--- src/rtl/imem_loader_pkg.sv ---
// Shared definitions for the instruction-memory loader: FSM encoding,
// byte-lane index width and the maximum word count derived from the address width.
package imem_loader_pkg;

    typedef enum logic [2:0] {
        S_IDLE  = 3'd0,
        S_COUNT = 3'd1,
        S_DATA  = 3'd2,
        S_WRITE = 3'd3,
        S_DONE  = 3'd4,
        S_ERR   = 3'd5
    } state_t;

    // Four byte lanes per 32-bit instruction word.
    localparam int                LANE_W    = 2;
    localparam logic [LANE_W-1:0] LANE_LAST = '1;

    // A byte-addressed memory of 2^addr_w bytes holds 2^(addr_w-2) words.
    function automatic int max_words(input int addr_w);
        return 1 << (addr_w - 2);
    endfunction

endpackage

--- src/rtl/imem_loader_word_packer.sv ---
// Packs a stream of bytes big-endian into 32-bit words. word_full flags the
// strobe that captures the 4th byte; the complete word is on 'word' the next cycle.
module imem_loader_word_packer
    import imem_loader_pkg::*;
(
    input  logic        clk,
    input  logic        rst,
    input  logic        clear,
    input  logic        accept,
    input  logic [7:0]  byte_in,
    output logic        word_full,
    output logic [31:0] word
);

    logic [LANE_W-1:0] lane;

    // Lane counter and shift register; earlier bytes migrate toward [31:24].
    // NOTE: flops use non-blocking assignments so every register samples pre-edge values.
    always_ff @(posedge clk) begin
        if (rst || clear) begin
            lane <= '0;
            word <= '0;
        end else if (accept) begin
            lane <= lane + LANE_W'(1);
            word <= {word[23:0], byte_in};
        end
    end

    assign word_full = accept && (lane == LANE_LAST);

endmodule

--- src/rtl/imem_loader.sv ---
// Writer side of the CPU instruction memory: takes a count byte followed by
// 4*N program bytes, writes N words sequentially and holds the core meanwhile.
module imem_loader
    import imem_loader_pkg::*;
#(
    parameter int ADDR_W    = 8,
    parameter int BASE_ADDR = 0,
    parameter int MAX_WORDS = max_words(ADDR_W)
) (
    input  logic              clk,
    input  logic              rst,
    input  logic              start,
    input  logic              abort,
    input  logic [7:0]        byte_in,
    input  logic              byte_valid,
    output logic              byte_ready,
    output logic              im_we,
    output logic [ADDR_W-1:0] im_addr,
    output logic [31:0]       im_wdata,
    output logic              cpu_hold,
    output logic              done,
    output logic              err,
    output logic [ADDR_W-2:0] words_loaded
);

    localparam int                CNT_W   = ADDR_W - 1;
    localparam logic [ADDR_W-1:0] BASE    = ADDR_W'(BASE_ADDR);
    localparam logic [CNT_W-1:0]  CNT_ONE = CNT_W'(1);

    state_t            state;
    logic [CNT_W-1:0]  word_count;
    logic [31:0]       wdata_hold;
    logic [31:0]       pk_word;
    logic [ADDR_W-1:0] next_addr;
    logic              xfer;
    logic              active;
    logic              start_ok;
    logic              count_ok;
    logic              go_err;
    logic              pk_accept;
    logic              pk_full;

    assign xfer      = byte_valid && byte_ready;
    assign active    = (state == S_COUNT) || (state == S_DATA) || (state == S_WRITE);
    assign start_ok  = start && !active;
    assign count_ok  = (byte_in != 8'd0) && (int'(byte_in) <= MAX_WORDS);
    // A byte taken in the same cycle as abort is dropped.
    assign pk_accept = xfer && (state == S_DATA) && !abort;
    assign go_err    = (active && abort) || ((state == S_COUNT) && xfer && !count_ok);
    // Address arithmetic wraps modulo 2^ADDR_W on purpose.
    assign next_addr = BASE + {words_loaded[ADDR_W-3:0], 2'b00};

    // The write strobe is gated combinationally so an abort or reset in the
    // WRITE cycle itself still prevents the memory from being written.
    assign im_we    = (state == S_WRITE) && !abort && !rst;
    // The packer's register holds the finished word during WRITE; afterwards the
    // last written word is held so the data bus stays stable outside WRITE.
    assign im_wdata = (state == S_WRITE) ? pk_word : wdata_hold;

    imem_loader_word_packer u_packer (
        .clk       (clk),
        .rst       (rst),
        .clear     (start_ok),
        .accept    (pk_accept),
        .byte_in   (byte_in),
        .word_full (pk_full),
        .word      (pk_word)
    );

    // Session FSM with registered handshake/status outputs and word counters.
    always_ff @(posedge clk) begin
        if (rst) begin
            state        <= S_IDLE;
            byte_ready   <= 1'b0;
            cpu_hold     <= 1'b0;
            done         <= 1'b0;
            err          <= 1'b0;
            words_loaded <= '0;
            word_count   <= '0;
            im_addr      <= '0;
            wdata_hold   <= '0;
        end else if (go_err) begin
            state      <= S_ERR;
            err        <= 1'b1;
            cpu_hold   <= 1'b0;
            byte_ready <= 1'b0;
        end else begin
            case (state)
                S_IDLE, S_DONE, S_ERR: begin
                    if (start) begin
                        state        <= S_COUNT;
                        byte_ready   <= 1'b1;
                        cpu_hold     <= 1'b1;
                        done         <= 1'b0;
                        err          <= 1'b0;
                        words_loaded <= '0;
                    end
                end
                S_COUNT: begin
                    if (xfer) begin
                        word_count <= CNT_W'(byte_in);
                        state      <= S_DATA;
                    end
                end
                S_DATA: begin
                    if (pk_full) begin
                        state      <= S_WRITE;
                        byte_ready <= 1'b0;
                        im_addr    <= next_addr;
                    end
                end
                S_WRITE: begin
                    wdata_hold   <= pk_word;
                    words_loaded <= words_loaded + CNT_ONE;
                    if (words_loaded + CNT_ONE == word_count) begin
                        state    <= S_DONE;
                        done     <= 1'b1;
                        cpu_hold <= 1'b0;
                    end else begin
                        state      <= S_DATA;
                        byte_ready <= 1'b1;
                    end
                end
                default: begin
                    state      <= S_IDLE;
                    byte_ready <= 1'b0;
                    cpu_hold   <= 1'b0;
                end
            endcase
        end
    end

endmodule

--- config.mk ---
export PLATFORM = sky130hd
export DESIGN_NAME = imem_loader
export DESIGN_NICKNAME = d
export VERILOG_FILES = /design/src/rtl/imem_loader_pkg.sv /design/src/rtl/imem_loader_word_packer.sv /design/src/rtl/imem_loader.sv
export SDC_FILE = /design/constraint.sdc
export NUM_CORES = 1
export LEC_CHECK = 0
export CORE_MARGIN = 4
export CORE_UTILIZATION = 52
export DETAILED_ROUTE_END_ITERATION = 8
export PLACE_DENSITY = 0.8
export SETUP_SLACK_MARGIN = 0.05
export SLEW_MARGIN = 30
export SYNTH_ARGS = -nofsm -noshare
export SYNTH_HDL_FRONTEND = slang
export SYNTH_SLANG_ARGS = --single-unit
--- constraint.sdc ---
create_clock -name clk -period 2.5 [get_ports clk]
set_input_delay 0.75 -clock clk [delete_from_list [all_inputs] [get_ports clk]]
set_output_delay 0.75 -clock clk [all_outputs]
set_load 0.01 [all_outputs]
==> out/metrics.csv <==
stage;metric;value;unit
cells_and_area;most frequent cells in the layout;139 x nand2_1, 92 x dfxtp_1, 77 x a21oi_1;
timing;Worst-Margin Slew;640.3;ps
power;Logic pwr share;9.9;%
timing;Final Skew;8.539;ps
power;switching power;0.7096;mW
yosys;Most used DFF post-synth;dfxtp_1;
timing;Tcrit/Tclk final;96.15;%
yosys;Syn Std Cell Area;4202;um2
critical_path;Critical Path, Cell by Cell;nor2b_4 -> nand2_2 -> buf_4 -> buf_12 -> mux2_2 -> buf_2;
yosys;number of synthesized flops with an enable pin;0;
timing;Peak Freq;416.0;MHz
detailed_routing;Routed WL per cell;15.39;um
job;max-cap viol count;0;
detailed_routing;ANT nets after route;0;
hold_path;hold_sp;wdata_hold[23]$_SDFFE_PP0N_;
detailed_routing;Iteration-0 DRC Markers;297;
global_route;vias in the first global route;3629;
placement;Port-buffer cells;62;
detailed_routing;WL final;10610;um
timing;setup TNS;0;ps
die;Core ar.;7807;um2
global_route;total track usage;21.75;%
cells_and_area;most common cell after layout, fill and taps aside;nand2_1;
global_route;GRT overflow;0;
die;Die Y;97.89;um
clock_network;root buf cell;clkbuf_8;
power;P_leak;2.076;nW
timing;Final Hold Fails;0;
detailed_routing;TritonRoute pass-1 iters;4;
critical_path;Top delay family on crit path;flip-flops;
critical_path;largest fanout on the critical path;11;
clock_network;CTS max path bufs;2;
global_route;initial antenna violation count;0;
clock_network;Clock transition at path regs;90;ps
clock_network;CTS tree;yes;
clock_network;htree depth;3;
cells_and_area;Antenna Cells;0;
yosys;Avg Cell Area, Syn;8.238;um2
power;worst vdd ir;0.2987;mV
yosys;Yosys cell types;55;
die;row cnt;32;
placement;Final HPWL DP;6951;um
timing;Hold WS;458.9;ps
global_route;first-pass GRT wire length;17320;um
critical_path;Crit-path slowest cell;dfxtp_1;
power;part of the power in the clock network;36.0;%
placement;gpl congestion;0.8813;
timing;final slew viol count;0;
die;die area;9582;um2
timing;setup violators final;0;
detailed_routing;routed vias/inst;5.550;
critical_path;WP buf/inv;3;
detailed_routing;vias;3824;
cells_and_area;Fillers;650;
yosys;Post-Syn Instances;510;
timing;RSZ-0062 raised after global routing;true;
cells_and_area;Area Overhead vs Synth;24.69;%
clock_network;hold bufs inserted after CTS;0;
cells_and_area;NumNets Final;598;
power;PD cells;533.4;nW/um2
critical_path;critical path class;flop to primary output;
status;status;complete, no violations;
clock_network;TritonCTS Sinks;93;
critical_path;crit path from;state[2]$_SDFFE_PP0P_;
timing;Tmin final;2404;ps
power;Internal Pwr Total;2.085;mW
placement;Cells after DPL;670;
yosys;register area share after synthesis;44.31;%
die;Die Wd;97.89;um
die;I/O pins;65;
timing;worst rel slew slack;57.31;%
critical_path;RR Startpoint;words_loaded[1]$_SDFFE_PP0P_;
cells_and_area;Finished Layout Cells;689;
critical_path;crit start category;flop;
critical_path;endpoint class of the critical path;primary output;
yosys;YS warnings;0;
global_route;pin count of the biggest net entering global routing;60;
yosys;Seq cells post-synth;93;
critical_path;Data arrival, critical path;1650;ps
die;Initial Util;53.81;%
clock_network;clock buffer count from CTS;9;
critical_path;Critical Path RT;1750;ps
clock_network;clk_lat worst skew;360;ps
hold_path;Hold Crit Class;flop to flop;
power;Sequential Power Share;54.0;%
detailed_routing;DRC errors left;0;
power;Switching Fraction;25.39;%
yosys;Async SR Flop Fraction;0;%
cells_and_area;Final Core Density;67.10;%
cells_and_area;fraction of layout cells with a size suffix above 1;22.83;%
critical_path;crit-path max cell delay;400;ps
cell families after synthesis:
group	share of synthesized area (%)
AOI/OAI and AO/OA	14.98
xor gates and xnor gates	2.084
adders and majority gates	0.5955
buffers and inverters	3.931
DFF	44.31
muxes	11.91
other	0.08925
and+or+nand+nor	22.10
power by group through the flow:
stage	sequential [mW]	combinational [mW]	clock [mW]
floorplan	1.55	0.133	0
global placement	1.54	0.253	0
detailed placement	1.54	0.260	0
CTS	1.51	0.268	1.02
global route	1.51	0.297	1.08
finish	1.51	0.277	1.01
sequential cells by signal (all words and copies together), names as in the netlist:
name,cells
wdata_hold,32
byte_ready,1
word_count,7
words_loaded,7
cpu_hold,1
state,3
u_packer.word,32
err,1
u_packer.lane,2
done,1
im_addr,6
Yosys cell counts (4+ instances only):
cell type	number	area (um2)
a21oi_1	77	385.4
buf_2	6	30.03
clkbuf_1	25	93.84
dfxtp_1	93	1862
mux2_2	32	360.4
mux2i_1	14	140.1
nand2_1	140	525.5
nand2b_1	5	31.28
nand3b_1	4	30.03
nor2_1	34	127.6
o21ai_0	12	60.06
or3_1	5	31.28
xnor2_1	6	52.55
xor2_1	4	35.03
per-stage QoR:
stage               cell area, um2  setup slack [ps]  power, mW
finish                        5239             96.29      2.794
global route                  5239             46.25      2.889
CTS                           5214             82.22      2.796
detailed placement            5112            -574.7      1.801
global placement              5112            -574.0      1.794
floorplan                     4213             69.21      1.679
worst register-to-register path, delay by kind of cell (launching register included):
family	cells	cell delay, ps
flip-flops	1	410
AO/OA/AOI/OAI	2	550
adder cells (fa/ha/maj)	1	300
AND/OR/NAND/NOR	3	870
per-layer routing:
metal | track usage, % | part of all wire (%)
met1 | 28.64 | 44
met2 | 36.07 | 49
met3 | 3.929 | 6.0
met4 | 7.242 | 1.3
met5 | 0 | 0
final cells by class:
| cell class | instances | area [um2] | share of cell area, % |
|---|---|---|---|
| Multi-Input combinational cell | 380 | 2222 | 42.42 |
| Sequential cell | 93 | 1863 | 35.56 |
| Timing Repair Buffer | 98 | 827.0 | 15.79 |
| Tap cell | 102 | 127.6 | 2.436 |
| Clock buffer | 9 | 123.9 | 2.364 |
| Clock inverter | 6 | 71.32 | 1.361 |
| Inverter | 1 | 3.754 | 0.07165 |
worst paths after layout:
kind                                      end  slack (ps)  cells past startpoint
hold / removal    wdata_hold[23]$_SDFFE_PP0N_         460                      2
setup reg to reg            done$_SDFFE_PP0P_         250                      6
hold reg to reg   wdata_hold[23]$_SDFFE_PP0N_         460                      2
setup / recovery                 im_wdata[14]         100                      6
timing repair:
| action | 4_1_cts | 5_1_grt |
|---|---|---|
| setup buffers | 2 | 1 |
| resized for setup | 140 | 4 |
| pin swaps | 1 | 1 |
| endpoints found under the setup margin | 33 | 16 |
| cloned | 1 | 0 |
Power figures use the tool's default switching activity.
